$ cat src/rtl/mc_riscv_controller_pkg.sv
// Shared encodings for the multicycle RISC-V control unit: FSM states, opcodes,
// ALU operation codes, immediate formats and the per-state control word.
package mc_riscv_controller_pkg;

  localparam logic [3:0] S_FETCH    = 4'd0;
  localparam logic [3:0] S_DECODE   = 4'd1;
  localparam logic [3:0] S_MEMADR   = 4'd2;
  localparam logic [3:0] S_MEMREAD  = 4'd3;
  localparam logic [3:0] S_MEMWB    = 4'd4;
  localparam logic [3:0] S_MEMWRITE = 4'd5;
  localparam logic [3:0] S_EXECUTER = 4'd6;
  localparam logic [3:0] S_EXECUTEI = 4'd7;
  localparam logic [3:0] S_ALUWB    = 4'd8;
  localparam logic [3:0] S_BEQ      = 4'd9;
  localparam logic [3:0] S_JAL      = 4'd10;

  localparam logic [6:0] OP_LW  = 7'b0000011;
  localparam logic [6:0] OP_SW  = 7'b0100011;
  localparam logic [6:0] OP_R   = 7'b0110011;
  localparam logic [6:0] OP_I   = 7'b0010011;
  localparam logic [6:0] OP_BEQ = 7'b1100011;
  localparam logic [6:0] OP_JAL = 7'b1101111;

  localparam logic [1:0] ALUOP_ADD  = 2'b00;
  localparam logic [1:0] ALUOP_SUB  = 2'b01;
  localparam logic [1:0] ALUOP_FUNC = 2'b10;

  localparam logic [2:0] ALU_ADD = 3'b000;
  localparam logic [2:0] ALU_SUB = 3'b001;
  localparam logic [2:0] ALU_AND = 3'b010;
  localparam logic [2:0] ALU_OR  = 3'b011;
  localparam logic [2:0] ALU_SLT = 3'b101;

  localparam logic [1:0] IMM_I = 2'b00;
  localparam logic [1:0] IMM_S = 2'b01;
  localparam logic [1:0] IMM_B = 2'b10;
  localparam logic [1:0] IMM_J = 2'b11;

  typedef struct packed {
    logic       pc_update;
    logic       branch;
    logic       adr_src;
    logic       mem_write;
    logic       ir_write;
    logic       reg_write;
    logic [1:0] result_src;
    logic [1:0] alu_src_a;
    logic [1:0] alu_src_b;
    logic [1:0] alu_op;
  } ctrl_t;

  function automatic logic [1:0] imm_src_of(input logic [6:0] op);
    case (op)
      OP_SW:   return IMM_S;
      OP_BEQ:  return IMM_B;
      OP_JAL:  return IMM_J;
      default: return IMM_I;
    endcase
  endfunction

endpackage

$ cat src/rtl/mc_riscv_controller_alu_decoder.sv
// Combinational ALU decoder: maps ALUOp plus funct fields to the ALU operation.
module mc_riscv_controller_alu_decoder
  import mc_riscv_controller_pkg::*;
(
  input  logic [1:0] alu_op_i,
  input  logic [2:0] funct3_i,
  input  logic       funct7b5_i,
  input  logic       op5_i,
  output logic [2:0] alu_control_o
);

  always_comb begin
    alu_control_o = ALU_ADD;
    case (alu_op_i)
      ALUOP_SUB:  alu_control_o = ALU_SUB;
      ALUOP_FUNC: begin
        case (funct3_i)
          // op[5] separates R-type sub from addi, whose funct7 bit is immediate data
          3'b000:  alu_control_o = (op5_i & funct7b5_i) ? ALU_SUB : ALU_ADD;
          3'b010:  alu_control_o = ALU_SLT;
          3'b110:  alu_control_o = ALU_OR;
          3'b111:  alu_control_o = ALU_AND;
          default: alu_control_o = ALU_ADD;
        endcase
      end
      default:    alu_control_o = ALU_ADD;
    endcase
  end

endmodule

$ cat src/rtl/mc_riscv_controller.sv
// Moore FSM sequencing a shared-memory, shared-ALU RISC-V datapath over 2-5 cycles
// per instruction (lw, sw, R/I ALU, beq, jal).
module mc_riscv_controller
  import mc_riscv_controller_pkg::*;
#(
  parameter int STATE_W = 4
) (
  input  logic               clk,
  input  logic               rst,
  input  logic [6:0]         op,
  input  logic [2:0]         funct3,
  input  logic               funct7b5,
  input  logic               zero,
  output logic               PCWrite,
  output logic               AdrSrc,
  output logic               MemWrite,
  output logic               IRWrite,
  output logic [1:0]         ResultSrc,
  output logic [1:0]         ALUSrcA,
  output logic [1:0]         ALUSrcB,
  output logic [1:0]         ImmSrc,
  output logic [2:0]         ALUControl,
  output logic               RegWrite,
  output logic               illegal,
  output logic [STATE_W-1:0] state
);

  logic [STATE_W-1:0] state_q, state_d, cur_s;
  logic               bad_op;
  ctrl_t              ctl;

  // Reset presents FETCH decode immediately, before the state register is loaded
  assign cur_s = rst ? STATE_W'(S_FETCH) : state_q;

  always_comb begin
    state_d = STATE_W'(S_FETCH);
    bad_op  = 1'b0;
    case (cur_s)
      STATE_W'(S_FETCH):  state_d = STATE_W'(S_DECODE);
      STATE_W'(S_DECODE): begin
        case (op)
          OP_LW, OP_SW: state_d = STATE_W'(S_MEMADR);
          OP_R:         state_d = STATE_W'(S_EXECUTER);
          OP_I:         state_d = STATE_W'(S_EXECUTEI);
          OP_BEQ:       state_d = STATE_W'(S_BEQ);
          OP_JAL:       state_d = STATE_W'(S_JAL);
          default: begin
            state_d = STATE_W'(S_FETCH);
            bad_op  = 1'b1;
          end
        endcase
      end
      STATE_W'(S_MEMADR):   state_d = op[5] ? STATE_W'(S_MEMWRITE) : STATE_W'(S_MEMREAD);
      STATE_W'(S_MEMREAD):  state_d = STATE_W'(S_MEMWB);
      STATE_W'(S_EXECUTER),
      STATE_W'(S_EXECUTEI),
      STATE_W'(S_JAL):      state_d = STATE_W'(S_ALUWB);
      default:              state_d = STATE_W'(S_FETCH);
    endcase
  end

  always_ff @(posedge clk) begin
    if (rst) state_q <= STATE_W'(S_FETCH);
    else     state_q <= state_d;
  end

  always_comb begin
    ctl = '0;
    case (cur_s)
      STATE_W'(S_FETCH): begin
        ctl.ir_write   = 1'b1;
        ctl.pc_update  = 1'b1;
        ctl.alu_src_b  = 2'b10;
        ctl.result_src = 2'b10;
      end
      STATE_W'(S_DECODE): begin
        ctl.alu_src_a = 2'b01;
        ctl.alu_src_b = 2'b01;
      end
      STATE_W'(S_MEMADR): begin
        ctl.alu_src_a = 2'b10;
        ctl.alu_src_b = 2'b01;
      end
      STATE_W'(S_MEMREAD):  ctl.adr_src = 1'b1;
      STATE_W'(S_MEMWB): begin
        ctl.result_src = 2'b01;
        ctl.reg_write  = 1'b1;
      end
      STATE_W'(S_MEMWRITE): begin
        ctl.adr_src   = 1'b1;
        ctl.mem_write = 1'b1;
      end
      STATE_W'(S_EXECUTER): begin
        ctl.alu_src_a = 2'b10;
        ctl.alu_op    = ALUOP_FUNC;
      end
      STATE_W'(S_EXECUTEI): begin
        ctl.alu_src_a = 2'b10;
        ctl.alu_src_b = 2'b01;
        ctl.alu_op    = ALUOP_FUNC;
      end
      STATE_W'(S_ALUWB):    ctl.reg_write = 1'b1;
      STATE_W'(S_BEQ): begin
        ctl.alu_src_a = 2'b10;
        ctl.alu_op    = ALUOP_SUB;
        ctl.branch    = 1'b1;
      end
      STATE_W'(S_JAL): begin
        ctl.alu_src_a = 2'b01;
        ctl.alu_src_b = 2'b10;
        ctl.pc_update = 1'b1;
      end
      default: ctl = '0;
    endcase
  end

  mc_riscv_controller_alu_decoder u_alu_dec (
    .alu_op_i      (ctl.alu_op),
    .funct3_i      (funct3),
    .funct7b5_i    (funct7b5),
    .op5_i         (op[5]),
    .alu_control_o (ALUControl)
  );

  // Enables are gated by rst so a reset landing mid-instruction cannot write anything
  assign PCWrite   = ~rst & (ctl.pc_update | (ctl.branch & zero));
  assign MemWrite  = ~rst & ctl.mem_write;
  assign IRWrite   = ~rst & ctl.ir_write;
  assign RegWrite  = ~rst & ctl.reg_write;
  assign illegal   = ~rst & bad_op;
  assign AdrSrc    = ctl.adr_src;
  assign ResultSrc = ctl.result_src;
  assign ALUSrcA   = ctl.alu_src_a;
  assign ALUSrcB   = ctl.alu_src_b;
  assign ImmSrc    = imm_src_of(op);
  assign state     = cur_s;

endmodule

$ cat config.mk
export PLATFORM = sky130hd
export DESIGN_NAME = mc_riscv_controller
export DESIGN_NICKNAME = d
export VERILOG_FILES = /design/src/rtl/mc_riscv_controller_pkg.sv /design/src/rtl/mc_riscv_controller_alu_decoder.sv /design/src/rtl/mc_riscv_controller.sv
export SDC_FILE = /design/constraint.sdc
export NUM_CORES = 1
export LEC_CHECK = 0
export ABC_CLOCK_PERIOD_IN_PS = 4800
export CELL_PAD_IN_SITES_DETAIL_PLACEMENT = 1
export CELL_PAD_IN_SITES_GLOBAL_PLACEMENT = 2
export CORE_MARGIN = 1
export CORE_UTILIZATION = 19
export CTS_CLUSTER_DIAMETER = 50
export DETAILED_ROUTE_END_ITERATION = 10
export MAX_ROUTING_LAYER = met4
export PLACE_DENSITY = 0.91
export REMOVE_ABC_BUFFERS = 1
export SLEW_MARGIN = 20
export SYNTH_ARGS = -nofsm -noshare
export SYNTH_HDL_FRONTEND = slang
export SYNTH_SLANG_ARGS = --single-unit
$ cat constraint.sdc
create_clock -name clk -period 4.8 [get_ports clk]
set_clock_uncertainty 0.2 [all_clocks]
set_input_delay 0.48 -clock clk [delete_from_list [all_inputs] [get_ports clk]]
set_output_delay 0.48 -clock clk [all_outputs]
set_load 0.02 [all_outputs]
==> results of run 1 <==
==> through the flow <==
step / hold WS, ps / cells
floorplan: 351 / 84
global placement: 559 / 162
detailed placement: 595 / 162
CTS: 600 / 165
global route: 670 / 165
finish: 596 / 165
==> area by class of cell <==
type                    instances  area (um2)
flip-flops and latches          4        80.1
clock buffers                   3        22.5
inverters                       7        26.3
repair buffers                 34         340
fillers                       407        2060
multi-input cells              73         465
well taps                      44        55.1
==> synthesized netlist by cell type, drive strengths merged, types with 2 or more instances <==
cell type,number,area [um2]
dfxtp,4,80.1
nor2,11,41.3
buf,6,38.8
nor2b,3,18.8
a31oi,3,18.8
or2,2,12.5
xnor2,2,17.5
a31o,2,17.5
inv,7,26.3
mux2i,2,20.0
o41ai,2,25.0
nor3,7,35.0
nand2b,4,32.5
a21oi,5,25.0
nor4,6,43.8
nand2,10,37.5
o21ai,2,10.0
ha,2,25.0
==> logic make-up after synthesis <==
family | synth area share (%)
AO/OA/AOI/OAI | 20.3
XOR/XNOR | 2.87
adder cells (fa/ha/maj) | 4.10
buffers and inverters | 10.7
flip-flops | 13.1
multiplexers | 3.28
AND/OR/NAND/NOR | 45.7
==> critical path, stage by stage <==
cell	delay, ps
clkdlybuf4s50_1	580
nand2b_4	250
or3_1	400
ha_1	330
nor4_1	280
clkdlybuf4s50_1	650
==> metal layers <==
metal | global-route usage, % | part of all wire, %
met4 | 2.04 | 0
met5 | - | 0
met2 | 23.2 | 52
met3 | 3.52 | 4.6
met1 | 14.0 | 44
==> worst max path at each step <==
stage	end	cells after the start
CTS	ALUControl[2]	6
finish	ALUControl[2]	6
global placement	ALUControl[2]	6
global route	ALUControl[2]	6
detailed placement	ALUControl[2]	6
floorplan	ALUControl[2]	4
==> power breakdown <==
part	leakage (nW)	internal (mW)	switching, mW
logic	0.317	0.0255	0.0233
registers	0.0326	0.0342	0.00288
clock network	0.0138	0.0280	0.0136
==> impl_metrics.ini, run 1 <==
[status]
run_status = finished clean

[critical_path]
r2r_slack_ps = 3250
worstSetupStartpoint = rst
ff2ff_path_depth = 4
cp-end-kind = primary output
cp_data_required_time_ps = 4120
worstSetupPathType = in -> out
cp_max_fo = 9
crit_path_start_kind = primary input
r2r-start = state_q[0]$_SDFF_PP0_
worstPathArrival_ps = 2980
reg2reg_to = state_q[1]$_SDFF_PP0_

[synth]
syn_avg_cell_area_um2 = 6.78
ys_async_sr_fraction_pct = 0
ys_ff_latch = 4
syn_area_um2 = 611
seq_area_frac_synth_pct = 13.1
synth_cells = 90
ys.flop_type = dfxtp_1
yosys.cell_types.count = 35
yosysWarnings = 0
synth_edf_count = 0

[routing]
viasPerCell = 4.59
wl_per_cell_um = 12.3
via_count = 758
routed_wl_mm = 2.02
dr.pass1.iters = 2
drcViolationCount = 0
first_iter_violations = 9
ant_nets = 0

[finish]
mostFrequentLayoutCell = clkdlybuf4s50_1
largest_register_ffs = 4
syn_to_final_growth_pct = 62.1
diodes = 0
final_cell_mix = clkdlybuf4s50_1, nor2_1, nand2_1
top_regs = state_q: 4 flops
drive_above_1_share_pct = 10.7
largest_register = state_q
final_util_pct = 32.4
layout.nets = 139
fin_area_um2 = 990

[flow_run]
maxCapViolCount = 0

[clock_tree]
cts_num_sinks = 4
path_clk_slew_ps = 40
tritoncts = done
htreeDepth = 1
clock_path_buffers = 2
insertion_delay_ps = 230
cts_inserted_buffers = 3
cts_setup_buffers = 0
cts-resized-gates = 0
root_buffer = clkbuf_4
postCtsHoldBufs = 0

[timing]
period_share_pct = 76.2
fmax_mhz = 273
timing.slew.headroom_pct = 59.6
rsz0062_at_grt = false
period_minus_slack_ps = 3660
worst_slew_pin_slew_ps = 605
fin_ws_ps = 1140
hold_viol_final = 0
setup_tns_ps = 0
finalSetupViolations = 0
drv_slew = 0

[grt]
grt_pass1_wl_mm = 3.28
grt_pass1_vias = 736
antenna_found_initial = 0
grt-ovfl-total = 0
grt_max_degree = 18
track_usage_pct = 12.7

[floorplan]
die_area_um2 = 3440
die_w_um = 58.7
core_area_um2 = 3050
die_h_um = 58.7
std_cell_rows = 20
start_util_pct = 20.0
io_pins = 35

[placed_design]
portBuffers = 34
gp_congestion = 0.761
hpwl_mm = 1.63
place_area_um2 = 967
dpl_worst_slack_ps = 1120

[power_and_ir_drop]
p_leak_nw = 0.363
power_density_nw_per_um2 = 129
irDropWorstVdd_mv = 0.0877
p_total_uw = 127

[worst_hold_path]
hold_start = state_q[2]$_SDFF_PP0_
hold_end = state_q[3]$_SDFF_PP0_
holdCritPathClass = reg -> reg
hold_depth = 2
Note: power is estimated with default switching activity, not from simulation.
==> run 2, diff against run 1 <==
ABC_CLOCK_PERIOD_IN_PS = 3500   (was 4800)
CORE_UTILIZATION = 18   (was 19)
PLACE_DENSITY = 0.87   (was 0.91)
clock period = 3.5 ns   (was 4.8 ns; I/O delays follow)
==> impl_metrics.ini, run 2 (synthesized netlist as in run 1, its figures left out) <==
[critical_path]
worstSetupPathType = in -> out
cp_data_required_time_ps = 2950
crit_path_start_kind = primary input
r2r_slack_ps = 2000
worstPathArrival_ps = 2590
reg2reg_to = state_q[1]$_SDFF_PP0_
crit_path_end = ALUControl[0]
r2r-start = state_q[1]$_SDFF_PP0_
worstSetupStartpoint = rst
ff2ff_path_depth = 3
cp_max_fo = 7
cp-end-kind = primary output

[power_and_ir_drop]
p_clk_share_pct = 33.0
p_int_uw = 122
p_seq_share_pct = 27.0
p_sw_uw = 57.6
irDropWorstVdd_mv = 0.139
power_density_nw_per_um2 = 177
p_total_uw = 180
combPwrFrac_pct = 40.0
switching_share_pct = 32.0
p_leak_nw = 0.397

[timing]
period_share_pct = 89.6
drv_slew = 0
fmax_mhz = 319
hold_viol_final = 0
timing.slew.headroom_pct = 64.3
period_minus_slack_ps = 3140
setup_tns_ps = 0
finalSetupViolations = 0
whs_ps = 448
worst_slew_pin_slew_ps = 535
rsz0062_at_grt = false

[grt]
antenna_found_initial = 0
grt_pass1_vias = 777
grt-ovfl-total = 0
grt_max_degree = 17
track_usage_pct = 13.3
grt_pass1_wl_mm = 3.48

[finish]
multi_input_area_um2 = 465
largest_register_ffs = 4
fin_area_um2 = 1010
largest_register = state_q
final_cell_mix = clkdlybuf4s50_1, nor2_1, nand2_1
syn_to_final_growth_pct = 66.2
seq_area_um2 = 80.1
drive_above_1_share_pct = 12.9
layout.nets = 142
fill_cells = 399
diodes = 0
top_regs = state_q: 4 flops
layoutNonFillerInstCount = 168
mostFrequentLayoutCell = clkdlybuf4s50_1

[clock_tree]
insertion_delay_ps = 240
cts_inserted_buffers = 3
cts_setup_buffers = 0
htreeDepth = 1
path_clk_slew_ps = 40
clock_path_buffers = 2
root_buffer = clkbuf_4
cts_num_sinks = 4
tritoncts = done

[routing]
top_layer = met4
drcViolationCount = 0
dr.pass1.iters = 4
wl_per_cell_um = 12.6
wl_met2_mm = 1.04
via_count = 777
wl_met3_um = 120
routed_wl_mm = 2.12
viasPerCell = 4.63
ant_nets = 0
first_iter_violations = 15
wl_met1_um = 941

[floorplan]
start_util_pct = 19.5
die_w_um = 60.2
die_h_um = 60.2
die_area_um2 = 3630
core_area_um2 = 3130
std_cell_rows = 20
io_pins = 35

[placed_design]
dpl.cell_count = 165
portBuffers = 34
hpwl_mm = 1.70
place_area_um2 = 990
gp_congestion = 0.779

[worst_hold_path]
holdCritPathClass = reg -> reg

[status]
run_status = finished clean

[flow_run]
maxCapViolCount = 0
## run 2: cell types whose count changed in the layout (fill, tap and decap cells not counted)
cell	change
buf_4	+3
dlymetal6s2s_1	+1
clkdlybuf4s50_1	-1
## run 2: worst min path at each step
| stage | from | endpoint | depth (start not counted) |
|---|---|---|---|
| after floorplan | rst | state_q[0]$_SDFF_PP0_ | 1 |
| after global placement | state_q[0]$_SDFF_PP0_ | state_q[3]$_SDFF_PP0_ | 4 |
| after detailed placement | state_q[0]$_SDFF_PP0_ | state_q[3]$_SDFF_PP0_ | 4 |
| after CTS | state_q[0]$_SDFF_PP0_ | state_q[3]$_SDFF_PP0_ | 4 |
| after global routing | state_q[0]$_SDFF_PP0_ | state_q[3]$_SDFF_PP0_ | 4 |
| final | state_q[0]$_SDFF_PP0_ | state_q[3]$_SDFF_PP0_ | 4 |
## run 2: timing repair
| action | CTS | global route |
|---|---|---|
| hold buffers | 0 | 0 |
| endpoints found under the setup margin | 0 | 1 |
| resized for setup | 0 | 1 |
## run 2: final cells by class
| type | count | area share, % |
|---|---|---|
| Multi-Input combinational cell | 73 | 45.9 |
| Clock buffer | 3 | 2.22 |
| Sequential cell | 4 | 7.89 |
| Tap cell | 44 | 5.43 |
| Inverter | 7 | 2.59 |
| Timing Repair Buffer | 37 | 36.0 |
## run 2: layer usage
metal,GRT usage (%),vias up
met5,-,-
met4,3.99,0
met3,4.55,4
met2,21.2,24
met1,15.8,363
li1,-,386
## run 2: stage by stage
step,setup WS [ps],utilization (%)
final,363,32.4
after CTS,116,32.4
after detailed placement,136,31.6
after floorplan,887,-
after global routing,203,32.4
after global placement,213,31.6
## run 2: power groups by stage
stage | logic (mW) | registers [mW] | clock network [mW]
after CTS | 0.0726 | 0.0485 | 0.0627
after detailed placement | 0.0721 | 0.0492 | 0
after global routing | 0.0783 | 0.0487 | 0.0656
after floorplan | 0.0311 | 0.0506 | 0
final | 0.0719 | 0.0485 | 0.0594
after global placement | 0.0710 | 0.0492 | 0
## run 2: critical path, stage by stage
cell	delay, ps
clkdlybuf4s50_1	630
buf_4	190
inv_2	50
nand2_1	130
nor2_1	70
and2_1	160
ha_1	290
nor2_1	110
clkdlybuf4s50_1	600
